$ cat src/rtl/mdio_pkg.sv
// Purpose: shared constants, state encoding and widths for the MDIO PHY responder.
// Latency: n/a (declarations only).
// Backpressure: n/a.
package mdio_pkg;

    // Clause-22 opcodes as they appear on the wire, first bit in the MSB
    localparam logic [1:0] OP_RD = 2'b10;
    localparam logic [1:0] OP_WR = 2'b01;

    // Field and counter widths
    localparam int ADDR_W   = 5;
    localparam int DATA_W   = 16;
    localparam int PRE_W    = 6;
    localparam int BIT_W    = 4;
    localparam int NUM_REGS = 32;

    // Preamble count saturates here; a start bit is accepted only at this count
    localparam logic [PRE_W-1:0] PRE_MAX   = 6'd32;
    // Last bit index of the 5-bit address fields and the 16-bit data field
    localparam logic [BIT_W-1:0] ADDR_LAST = 4'd4;
    localparam logic [BIT_W-1:0] DATA_LAST = 4'd15;

    // Register indices with special behaviour
    localparam logic [ADDR_W-1:0] REG_BMCR = 5'd0;
    localparam logic [ADDR_W-1:0] REG_BMSR = 5'd1;
    localparam logic [ADDR_W-1:0] REG_ID1  = 5'd2;
    localparam logic [ADDR_W-1:0] REG_ID2  = 5'd3;

    // Fixed status word; bit 2 is replaced by the live link status
    localparam logic [DATA_W-1:0] BMSR_BASE = 16'h7809;

    typedef enum logic [2:0] {
        ST_IDLE,
        ST_ST2,
        ST_OP,
        ST_PHYAD,
        ST_REGAD,
        ST_TA,
        ST_DATA
    } mdio_state_e;

    // Registers 1..3 are read-only; writes to them only produce the strobe
    function automatic logic is_ro_reg(input logic [ADDR_W-1:0] a);
        return (a == REG_BMSR) || (a == REG_ID1) || (a == REG_ID2);
    endfunction

endpackage

$ cat src/rtl/mdio_phy_responder_if.sv
// Purpose: MDC/MDIO pad bundle between an MDIO master and the PHY-side responder.
// Latency: n/a (wires only).
// Backpressure: none; the master paces every bit with MDC.
interface mdio_phy_responder_if;
    logic mdc;
    logic mdio_i;
    logic mdio_o;
    logic mdio_oe;

    modport master (
        output mdc,
        output mdio_i,
        input  mdio_o,
        input  mdio_oe
    );

    modport slave (
        input  mdc,
        input  mdio_i,
        output mdio_o,
        output mdio_oe
    );
endinterface

$ cat src/rtl/mdio_sync_edge.sv
// Purpose: 2-flop synchronizers for MDC and MDIO plus registered MDC rising-edge detect.
// Latency: mdc_rise pulses 3 sys_clk after the MDC pin rises; mdio_s is delayed to match.
// Backpressure: none; MDC phases must each span at least 4 sys_clk.
module mdio_sync_edge (
    input  logic sys_clk,
    input  logic sys_rst,
    input  logic mdc,
    input  logic mdio_i,
    output logic mdc_rise,
    output logic mdio_s
);

    logic mdc_meta_q;
    logic mdc_sync_q;
    logic mdc_prev_q;
    logic rise_q;
    logic mdio_meta_q;
    logic mdio_sync_q;
    logic mdio_s_q;

    // Synchronize both pins and register the edge so data and strobe stay aligned
    always_ff @(posedge sys_clk) begin
        if (sys_rst) begin
            mdc_meta_q  <= 1'b0;
            mdc_sync_q  <= 1'b0;
            mdc_prev_q  <= 1'b0;
            rise_q      <= 1'b0;
            mdio_meta_q <= 1'b0;
            mdio_sync_q <= 1'b0;
            mdio_s_q    <= 1'b0;
        end else begin
            mdc_meta_q  <= mdc;
            mdc_sync_q  <= mdc_meta_q;
            mdc_prev_q  <= mdc_sync_q;
            rise_q      <= mdc_sync_q & ~mdc_prev_q;
            mdio_meta_q <= mdio_i;
            mdio_sync_q <= mdio_meta_q;
            mdio_s_q    <= mdio_sync_q;
        end
    end

    assign mdc_rise = rise_q;
    assign mdio_s   = mdio_s_q;

endmodule

$ cat src/rtl/mdio_phy_responder.sv
// Purpose: Clause-22 MDIO PHY-side responder with a 32 x 16-bit register file.
// Latency: mdio_o/mdio_oe and wr_pulse update 1 sys_clk after the MDC-edge detect (4 after the pin).
// Backpressure: none; the master paces frames with MDC, each frame needs its own 32-bit preamble.
module mdio_phy_responder
    import mdio_pkg::*;
#(
    parameter logic [ADDR_W-1:0] PHY_ADDR = 5'd1,
    parameter logic [DATA_W-1:0] PHY_ID1  = 16'h001C,
    parameter logic [DATA_W-1:0] PHY_ID2  = 16'hC915,
    parameter logic [DATA_W-1:0] REG0_RST = 16'h1140
) (
    input  logic                    sys_clk,
    input  logic                    sys_rst,
    mdio_phy_responder_if.slave     mdio,
    input  logic                    link_up,
    output logic                    wr_pulse,
    output logic [ADDR_W-1:0]       wr_addr,
    output logic [DATA_W-1:0]       wr_data,
    output logic                    frame_err
);

    logic mdc_rise;
    logic mdio_s;

    mdio_sync_edge u_sync (
        .sys_clk  (sys_clk),
        .sys_rst  (sys_rst),
        .mdc      (mdio.mdc),
        .mdio_i   (mdio.mdio_i),
        .mdc_rise (mdc_rise),
        .mdio_s   (mdio_s)
    );

    mdio_state_e state_q, state_d;

    logic [PRE_W-1:0]  pre_cnt_q, pre_cnt_d;
    logic [BIT_W-1:0]  bit_cnt_q, bit_cnt_d;
    logic [DATA_W-2:0] sh_q, sh_d;
    logic [ADDR_W-1:0] regad_q, regad_d;
    logic              is_rd_q, is_rd_d;
    logic              ta0_q, ta0_d;
    logic [DATA_W-1:0] rd_sh_q, rd_sh_d;
    logic              mdio_o_q, mdio_o_d;
    logic              mdio_oe_q, mdio_oe_d;
    logic              wr_pulse_q, wr_pulse_d;
    logic [ADDR_W-1:0] wr_addr_q, wr_addr_d;
    logic [DATA_W-1:0] wr_data_q, wr_data_d;
    logic              frame_err_q, frame_err_d;
    logic              soft_rst_q;

    logic [DATA_W-1:0] regs_q [NUM_REGS];
    logic [DATA_W-1:0] in_word;
    logic [DATA_W-1:0] rd_word;

    // Incoming bits accumulate MSB first; the low bits of in_word hold the current field
    assign in_word = {sh_q, mdio_s};

    // Read view of the register file: status and ID registers are synthesized, not stored
    always_comb begin
        rd_word = regs_q[regad_q];
        case (regad_q)
            REG_BMSR: rd_word = {BMSR_BASE[15:3], link_up, BMSR_BASE[1:0]};
            REG_ID1:  rd_word = PHY_ID1;
            REG_ID2:  rd_word = PHY_ID2;
            default:  ;
        endcase
    end

    // FSM state register
    always_ff @(posedge sys_clk) begin
        if (sys_rst) begin
            state_q <= ST_IDLE;
        end else begin
            state_q <= state_d;
        end
    end

    // FSM next-state: one decision per detected MDC rising edge
    always_comb begin
        state_d = state_q;
        if (mdc_rise) begin
            case (state_q)
                ST_IDLE: begin
                    if (!mdio_s && (pre_cnt_q == PRE_MAX)) state_d = ST_ST2;
                end
                ST_ST2: begin
                    state_d = mdio_s ? ST_OP : ST_IDLE;
                end
                ST_OP: begin
                    if (bit_cnt_q[0]) begin
                        state_d = ((in_word[1:0] == OP_RD) || (in_word[1:0] == OP_WR))
                                  ? ST_PHYAD : ST_IDLE;
                    end
                end
                ST_PHYAD: begin
                    if (bit_cnt_q == ADDR_LAST) begin
                        state_d = (in_word[ADDR_W-1:0] == PHY_ADDR) ? ST_REGAD : ST_IDLE;
                    end
                end
                ST_REGAD: begin
                    if (bit_cnt_q == ADDR_LAST) state_d = ST_TA;
                end
                ST_TA: begin
                    if (bit_cnt_q[0]) begin
                        state_d = (is_rd_q || ({ta0_q, mdio_s} == 2'b10)) ? ST_DATA : ST_IDLE;
                    end
                end
                ST_DATA: begin
                    if (bit_cnt_q == DATA_LAST) state_d = ST_IDLE;
                end
                default: state_d = ST_IDLE;
            endcase
        end
    end

    // FSM outputs and datapath next values: counters, shifters, pad drive and strobes
    always_comb begin
        pre_cnt_d   = pre_cnt_q;
        bit_cnt_d   = bit_cnt_q;
        sh_d        = sh_q;
        regad_d     = regad_q;
        is_rd_d     = is_rd_q;
        ta0_d       = ta0_q;
        rd_sh_d     = rd_sh_q;
        mdio_o_d    = mdio_o_q;
        mdio_oe_d   = mdio_oe_q;
        wr_pulse_d  = 1'b0;
        wr_addr_d   = wr_addr_q;
        wr_data_d   = wr_data_q;
        frame_err_d = 1'b0;
        if (mdc_rise) begin
            sh_d      = in_word[DATA_W-2:0];
            bit_cnt_d = bit_cnt_q + BIT_W'(1);
            case (state_q)
                ST_IDLE: begin
                    bit_cnt_d = '0;
                    if (mdio_s) begin
                        if (pre_cnt_q != PRE_MAX) pre_cnt_d = pre_cnt_q + PRE_W'(1);
                    end else begin
                        // Either a start bit after a full preamble or a broken preamble
                        pre_cnt_d = '0;
                    end
                end
                ST_ST2: begin
                    bit_cnt_d = '0;
                end
                ST_OP: begin
                    if (bit_cnt_q[0]) begin
                        bit_cnt_d   = '0;
                        is_rd_d     = (in_word[1:0] == OP_RD);
                        frame_err_d = (in_word[1:0] != OP_RD) && (in_word[1:0] != OP_WR);
                    end
                end
                ST_PHYAD: begin
                    if (bit_cnt_q == ADDR_LAST) bit_cnt_d = '0;
                end
                ST_REGAD: begin
                    if (bit_cnt_q == ADDR_LAST) begin
                        bit_cnt_d = '0;
                        regad_d   = in_word[ADDR_W-1:0];
                    end
                end
                ST_TA: begin
                    if (!bit_cnt_q[0]) begin
                        ta0_d = mdio_s;
                        if (is_rd_q) begin
                            // Snapshot the word now so a later write cannot tear it
                            rd_sh_d   = rd_word;
                            mdio_oe_d = 1'b1;
                            mdio_o_d  = 1'b0;
                        end
                    end else begin
                        bit_cnt_d = '0;
                        if (is_rd_q) begin
                            mdio_o_d = rd_sh_q[DATA_W-1];
                            rd_sh_d  = {rd_sh_q[DATA_W-2:0], 1'b0};
                        end else if ({ta0_q, mdio_s} != 2'b10) begin
                            frame_err_d = 1'b1;
                        end
                    end
                end
                ST_DATA: begin
                    if (is_rd_q) begin
                        if (bit_cnt_q == DATA_LAST) begin
                            mdio_oe_d = 1'b0;
                            mdio_o_d  = 1'b0;
                        end else begin
                            mdio_o_d = rd_sh_q[DATA_W-1];
                            rd_sh_d  = {rd_sh_q[DATA_W-2:0], 1'b0};
                        end
                    end else if (bit_cnt_q == DATA_LAST) begin
                        wr_pulse_d = 1'b1;
                        wr_addr_d  = regad_q;
                        wr_data_d  = in_word;
                    end
                end
                default: ;
            endcase
        end
    end

    // Datapath registers; reset also drops the pad drive and discards partial frames
    always_ff @(posedge sys_clk) begin
        if (sys_rst) begin
            pre_cnt_q   <= '0;
            bit_cnt_q   <= '0;
            sh_q        <= '0;
            regad_q     <= '0;
            is_rd_q     <= 1'b0;
            ta0_q       <= 1'b0;
            rd_sh_q     <= '0;
            mdio_o_q    <= 1'b0;
            mdio_oe_q   <= 1'b0;
            wr_pulse_q  <= 1'b0;
            wr_addr_q   <= '0;
            wr_data_q   <= '0;
            frame_err_q <= 1'b0;
        end else begin
            pre_cnt_q   <= pre_cnt_d;
            bit_cnt_q   <= bit_cnt_d;
            sh_q        <= sh_d;
            regad_q     <= regad_d;
            is_rd_q     <= is_rd_d;
            ta0_q       <= ta0_d;
            rd_sh_q     <= rd_sh_d;
            mdio_o_q    <= mdio_o_d;
            mdio_oe_q   <= mdio_oe_d;
            wr_pulse_q  <= wr_pulse_d;
            wr_addr_q   <= wr_addr_d;
            wr_data_q   <= wr_data_d;
            frame_err_q <= frame_err_d;
        end
    end

    // Register file: commit on the final data edge; BMCR bit 15 triggers a soft reset next cycle
    always_ff @(posedge sys_clk) begin
        if (sys_rst || soft_rst_q) begin
            for (int i = 0; i < NUM_REGS; i++) begin
                regs_q[i] <= (i == 0) ? REG0_RST : '0;
            end
        end else if (wr_pulse_d && !is_ro_reg(regad_q)) begin
            if (regad_q == REG_BMCR) begin
                regs_q[regad_q] <= {1'b0, in_word[DATA_W-2:0]};
            end else begin
                regs_q[regad_q] <= in_word;
            end
        end
    end

    // Soft-reset request from a BMCR write with the reset bit set
    always_ff @(posedge sys_clk) begin
        if (sys_rst) begin
            soft_rst_q <= 1'b0;
        end else begin
            soft_rst_q <= wr_pulse_d && (regad_q == REG_BMCR) && in_word[DATA_W-1];
        end
    end

    assign mdio.mdio_o  = mdio_o_q;
    assign mdio.mdio_oe = mdio_oe_q;
    assign wr_pulse     = wr_pulse_q;
    assign wr_addr      = wr_addr_q;
    assign wr_data      = wr_data_q;
    assign frame_err    = frame_err_q;

endmodule

$ cat src/flat_wrapper.sv
// flat-port wrapper written by rule: the top's interface ports become plain ports
module mdio_phy_responder_flat import mdio_pkg::*;
#(
    parameter logic [ADDR_W-1:0] PHY_ADDR = 5'd1,
    parameter logic [DATA_W-1:0] PHY_ID1  = 16'h001C,
    parameter logic [DATA_W-1:0] PHY_ID2  = 16'hC915,
    parameter logic [DATA_W-1:0] REG0_RST = 16'h1140
)
  (sys_clk, sys_rst, link_up, wr_pulse, wr_addr, wr_data, frame_err, mdio_mdc, mdio_mdio_i, mdio_mdio_o, mdio_mdio_oe);
  mdio_phy_responder_if mdio_i ();
  input  logic sys_clk;
  input  logic sys_rst;
  input  logic link_up;
  output logic wr_pulse;
  output logic [ADDR_W-1:0] wr_addr;
  output logic [DATA_W-1:0] wr_data;
  output logic frame_err;
  input wire logic [$bits(mdio_i.mdc)-1:0] mdio_mdc;
  input wire logic [$bits(mdio_i.mdio_i)-1:0] mdio_mdio_i;
  output wire logic [$bits(mdio_i.mdio_o)-1:0] mdio_mdio_o;
  output wire logic [$bits(mdio_i.mdio_oe)-1:0] mdio_mdio_oe;
  assign mdio_i.mdc = mdio_mdc;
  assign mdio_i.mdio_i = mdio_mdio_i;
  assign mdio_mdio_o = mdio_i.mdio_o;
  assign mdio_mdio_oe = mdio_i.mdio_oe;
  mdio_phy_responder #(.PHY_ADDR(PHY_ADDR), .PHY_ID1(PHY_ID1), .PHY_ID2(PHY_ID2), .REG0_RST(REG0_RST)) u_core (.sys_clk(sys_clk), .sys_rst(sys_rst), .mdio(mdio_i), .link_up(link_up), .wr_pulse(wr_pulse), .wr_addr(wr_addr), .wr_data(wr_data), .frame_err(frame_err));
endmodule
$ cat config.mk
export PLATFORM = sky130hd
export DESIGN_NAME = mdio_phy_responder_flat
export DESIGN_NICKNAME = d
export VERILOG_FILES = /design/src/rtl/mdio_pkg.sv /design/src/rtl/mdio_phy_responder_if.sv /design/src/rtl/mdio_sync_edge.sv /design/src/rtl/mdio_phy_responder.sv /design/src/flat_wrapper.sv
export SDC_FILE = /design/constraint.sdc
export NUM_CORES = 1
export LEC_CHECK = 0
export BUFFER_PORTS_ARGS = -buffer_cell sky130_fd_sc_hd__buf_2
export CAP_MARGIN = 25
export CORE_MARGIN = 3
export CORE_UTILIZATION = 45
export DETAILED_ROUTE_END_ITERATION = 6
export PLACE_DENSITY_LB_ADDON = 0.3
export REMOVE_ABC_BUFFERS = 1
export SETUP_SLACK_MARGIN = 0.5
export SKIP_LAST_GASP = 1
export SYNTH_ARGS = -nofsm -noshare
export SYNTH_HDL_FRONTEND = slang
export SYNTH_SLANG_ARGS = --single-unit
$ cat constraint.sdc
create_clock -name sys_clk -period 6.9 [get_ports sys_clk]
set_input_delay 1.38 -clock sys_clk [delete_from_list [all_inputs] [get_ports sys_clk]]
set_output_delay 1.38 -clock sys_clk [all_outputs]
set_load 0.03 [all_outputs]
Word-level counts from Yosys, hierarchy flattened
Memories as Yosys holds them, arrays and structs flattened. A register that Yosys moved wholly into a read port is not among the register bits.
Index checks and enable logic that the tools add are counted.
Widths: inputs -> output; s select.
{"block": "classes", "muxes": 59, "eq_ne": 31, "add_sub_neg": 2, "n_bitwise": 6, "n_reduce_logical": 29}
{"operator": "$mux 16", "n": 7}
{"operator": "$pmux 16 s3", "n": 1}
{"operator": "$pmux 16 s2", "n": 1}
{"operator": "$mux 1", "n": 28}
{"operator": "$mux 3", "n": 8}
{"operator": "$pmux 3 s7", "n": 1}
{"operator": "$ne 2x1->1 const B", "n": 10}
{"operator": "$reduce_or 16->1", "n": 1}
{"operator": "$mux 5", "n": 3}
{"operator": "$mux 6", "n": 2}
{"operator": "$pmux 4 s3", "n": 1}
{"operator": "$reduce_and 3->1", "n": 4}
{"operator": "$eq 5x1->1 const B", "n": 2}
{"operator": "$eq 5x2->1 const B", "n": 2}
{"operator": "$eq 3x3->1 const B", "n": 3}
{"operator": "$mux 4", "n": 2}
{"operator": "$ne 2x2->1 const B", "n": 4}
{"operator": "$reduce_and 4->1", "n": 2}
{"operator": "$reduce_or 2->1", "n": 4}
{"operator": "$reduce_and 7->1", "n": 1}
{"operator": "$add 6x1->6 const B", "n": 1}
{"operator": "$eq 3x2->1 const B", "n": 2}
{"operator": "$eq 6x6->1 const B", "n": 1}
{"operator": "$ne 6x6->1 const B", "n": 1}
{"operator": "19 further kinds", "n": 35}
{"block": "word_totals", "output_inout_bits": 25, "inputBits": 5, "ram_bits": 512, "register_bits": 84, "mem_count": 1}
{"name": "u_core.regs_q", "words": 32, "word_bits": 16, "rd": 1, "rd_clocked_by_memory_dff": 1, "wr": 32, "line": "mdio_phy_responder.sv:51", "rtl": "logic [DATA_W-1:0] regs_q [NUM_REGS];"}

Logic depth before layout (Yosys ltp)
{"block": "depth", "ltp_word": 12, "depth_mapped": 9, "depth_no_buf": 7}

Cells and area by module
From an unflattened synthesis, not the netlist that was laid out.
{"block": "hier_totals", "cells_unflattened": 1957, "area_unflattened_um2": 26964.6}
{"module": "mdio_phy_responder", "area_each_um2": 26774.4, "instances": 1, "cells_per_inst": 1943}
{"module": "mdio_sync_edge", "area_each_um2": 190.2, "instances": 1, "cells_per_inst": 14}

Worst setup path after synthesis
OpenSTA, ideal clock, no wires.
{"block": "synth_timing", "path_type": "input to register", "start": "input port sys_rst", "end": "memory u_core.regs_q[11][0] (enable)", "setup_slack_ps": 2583, "t_required_ps": 6489, "cell_stages": 7, "n_path_buf": 2, "t_arrival_ps": 3906, "path_cell_list": "nor2_4 inv_1 nor4_2 nand4_1 buf_2 buf_1 o21ai_0"}
{"element": "from (decl)", "line": "flat_wrapper.sv:12", "rtl": "input logic sys_rst;"}
{"element": "to (decl)", "line": "mdio_phy_responder.sv:51"}

==> results.md <==
* Status: finished clean
* Post-synth top area cell: edfxtp_1
* Port Buffer Count at 29
* GRT overflow at 0
* Worst slew margin at ~30%
* CP Capture Type: register
* CTS Buf Count at 61
* Initial antenna violation count at 2
* Critical path peak fanout at 17
* Post-layout minimum cycle time at 4.26 ns
* Post-CTS setup buffers at 0
* Fin Hold WS at 0.384 ns
* Async S/R FF share, synth at 0%
* Netlist Area Pre-Place at 26,900 µm²
* Clock transition at path regs at 0.06 ns
* Gate count of the mapped netlist at 1,930
* Pin count of the biggest net entering global routing at 75
* DRT Wirelength at between 60,000 and 70,000 µm
* Top cells by area, synth: edfxtp_1 (57%), mux4_2 (10%), dfxtp_1 (6.6%)
* CP Launch Type: input pin
* Ys flop type: edfxtp_1
* Leakage at 10.2 nW
* Area grow syn2layout at 11.1%
* Clock buffer depth at 3
* Starting Density at 45.6%
* Wire per inst at 25.3 µm
* Syn Area/Cell at 14.0 µm²
* Clock latency on the worst-skew pair at roughly 0.64 ns
* Die W at between 200 and 300 µm
* Post-synthesis sequential area ratio at 63.7%
* Worst Path Arrival at 4.61 ns
* First DRT Iteration DRCs at between 1,500 and 2,000
* Core area at 59,100 µm²
* Setup violators final at 0
* # clock sinks at 601
* Slew @ Worst Pin at about 1.0 ns
* TNS Setup at 0 ns
* Via count at 16,400
* Cts-stage hold buffer count at 0
* Final hold violations at 0
* Vias in the first global route at 16,300
* Worst setup path class: input pin to register
* Post-synth EDFFs at 512
* Share of layout cells above drive strength 1 at 17.2%
* Drt pass-1 iters at 6
* Die Area at 62,800 µm²
* Die Y at 251 µm
* Max VDD drop at 0.187 mV
* Post-synth top area share at between 50 and 60%
* Util after Layout at between 50% and 60%
* Final slew viol count at 0
* Placer Congestion at between 0.9 and 1
* Worst hold path type: register to register
* Cts repair resizes at 0
* Final Skew at 0.0240 ns
* H-tree levels at 2
* Vias per cell at just under 6
* Pwr Density at 257 nW/µm²
* Yosys reg bits at 601
* Placed wire-length estimate at 41,900 µm
* Crit share post-route at just over 60%
* First-pass GRT wire length at 105,000 µm
* Top-Level Pins at 30
* Synth warnings at 0
* RSZ-0062 raised after global routing: false
* Required @ worst endpoint at 7.24 ns
* Std cell rows at slightly below 90
* TritonCTS clock tree: built
* Max cap viols at 0
* Ant. Diodes at 0
* Library cells used by synthesis at 65
* # nets final at 1,947
* Root buf cell: clkbuf_16
* Remaining DRCs at 0
* Antenna-violating nets left at 0
* Max Fclk at 0.235 GHz
* GRT Total Usage at 22.3%
critical path, cell delays in order:
cell and delay, ns:
buf_2 0.13, nor2_4 0.08, inv_1 0.36, nor4_2 0.54, nand4_1 0.83, o21ai_1 0.96, buf_4 0.30
sequential cells by signal, summed over array words and instances, names as in the netlist, 3 cells and up, named ones only:
register and cells:
u_core.regs_q 512, u_core.rd_sh_q 16, u_core.wr_data 16, u_core.sh_q 15
u_core.pre_cnt_q 6, u_core.regad_q 5, u_core.wr_addr 5, u_core.bit_cnt_q 4
u_core.state_q 3
per-layer routing:
metal | global-route usage [%] | wire, µm | vias to the layer above
li1 | - | - | 7207
met1 | 31.6 | 29000 | 8348
met2 | 35.5 | 32800 | 709
met3 | 3.09 | 5350 | 139
met4 | 8.05 | 2620 | 0
met5 | 0 | 0 | -
cell usage in the layout (no fill, tap or decap), drive strengths merged, types with 8 or more instances in the layout:
cell type,synthesis,routed
edfxtp,512,512
and2,262,262
mux4,120,120
and3,115,115
nor2,101,101
nand2,91,91
dfxtp,89,89
buf,46,81
clkbuf,141,79
nor3,77,77
mux2i,55,55
o21ai,50,50
conb,1,49
a21oi,42,42
clkinv,1,25
inv,22,24
a22oi,16,16
mux2,16,16
nor2b,14,14
a221oi,13,13
nand4,11,11
nand3,9,9
o32ai,9,9
o2111ai,8,8
worst paths after layout:
kind	start	endpoint	slack, ns	cells after the start
worst min register to register	u_core.u_sync.mdc_prev_q	u_core.u_sync.mdc_rise	0.38	1
worst max-delay path	sys_rst	u_core.regs_q[25][3]	2.64	7
worst max register to register	u_core.state_q[2]	u_core.regs_q[25][3]	2.99	5
worst min-delay path	u_core.u_sync.mdc_prev_q	u_core.u_sync.mdc_rise	0.38	1
cells in the mapped netlist, drive strengths merged (4+ instances only):
library cell    n
a2111oi         4
a211oi          7
a21oi          42
a221oi         13
a22oi          16
a311oi          7
a31oi           6
and2          262
and3          115
and3b           4
buf            46
clkbuf        141
dfxtp          89
edfxtp        512
ha              7
inv            22
mux2           16
mux2i          55
mux4          120
nand2          91
nand2b          5
nand3           9
nand3b          5
nand4          11
nor2          101
nor2b          14
nor3           77
nor3b           5
nor4            5
nor4b           4
o2111ai         8
o211ai          5
o21ai          50
o22ai           5
o32ai           9
or3             7
xor2            5
per-stage QoR:
stage / setup WS, ns / total power [mW] / instances / cell area, µm²
3_5_place_dp: 1.98 / 4.42 / 2645 / 27900
4_1_cts: 2.66 / 7.75 / 2759 / 29900
6_report: 2.64 / 7.70 / 2759 / 29900
2_1_floorplan: 0.770 / 4.31 / 1791 / 26300
5_1_grt: 2.38 / 7.92 / 2759 / 29900
3_3_place_gp: 2.23 / 4.41 / 2644 / 27900
final cells by class:
| cell class | instances | area (µm²) |
|---|---|---|
| Multi-Input combinational cell | 1167 | 9120 |
| Sequential cell | 601 | 17200 |
| Clock inverter | 35 | 322 |
| Tap cell | 773 | 967 |
| Inverter | 23 | 86.3 |
| Clock buffer | 79 | 1710 |
| Timing Repair Buffer | 81 | 552 |
| Fill cell | 4926 | 29200 |
kinds of logic (layout without fill, tap and decap cells):
logic type	Yosys count	in the layout	synth area share [%]
other	1	49	0.0139
AO/OA/AOI/OAI	190	190	4.78
multiplexers	191	191	12.7
adder cells (fa/ha/maj)	7	7	0.325
AND/OR/NAND/NOR	725	725	15.0
buffers and inverters	210	218	3.26
flip-flops	601	601	63.7
XOR/XNOR	5	5	0.163
report_power, final:
| part | switching (mW) | internal, mW | total (mW) |
|---|---|---|---|
| Combinational | 0.135 | 0.0719 | 0.207 |
| Clock | 1.40 | 1.96 | 3.36 |
| Sequential | 0.0471 | 4.09 | 4.14 |
| Total | 1.58 | 6.12 | 7.70 |
No activity file was read; power rests on OpenSTA's default activity.
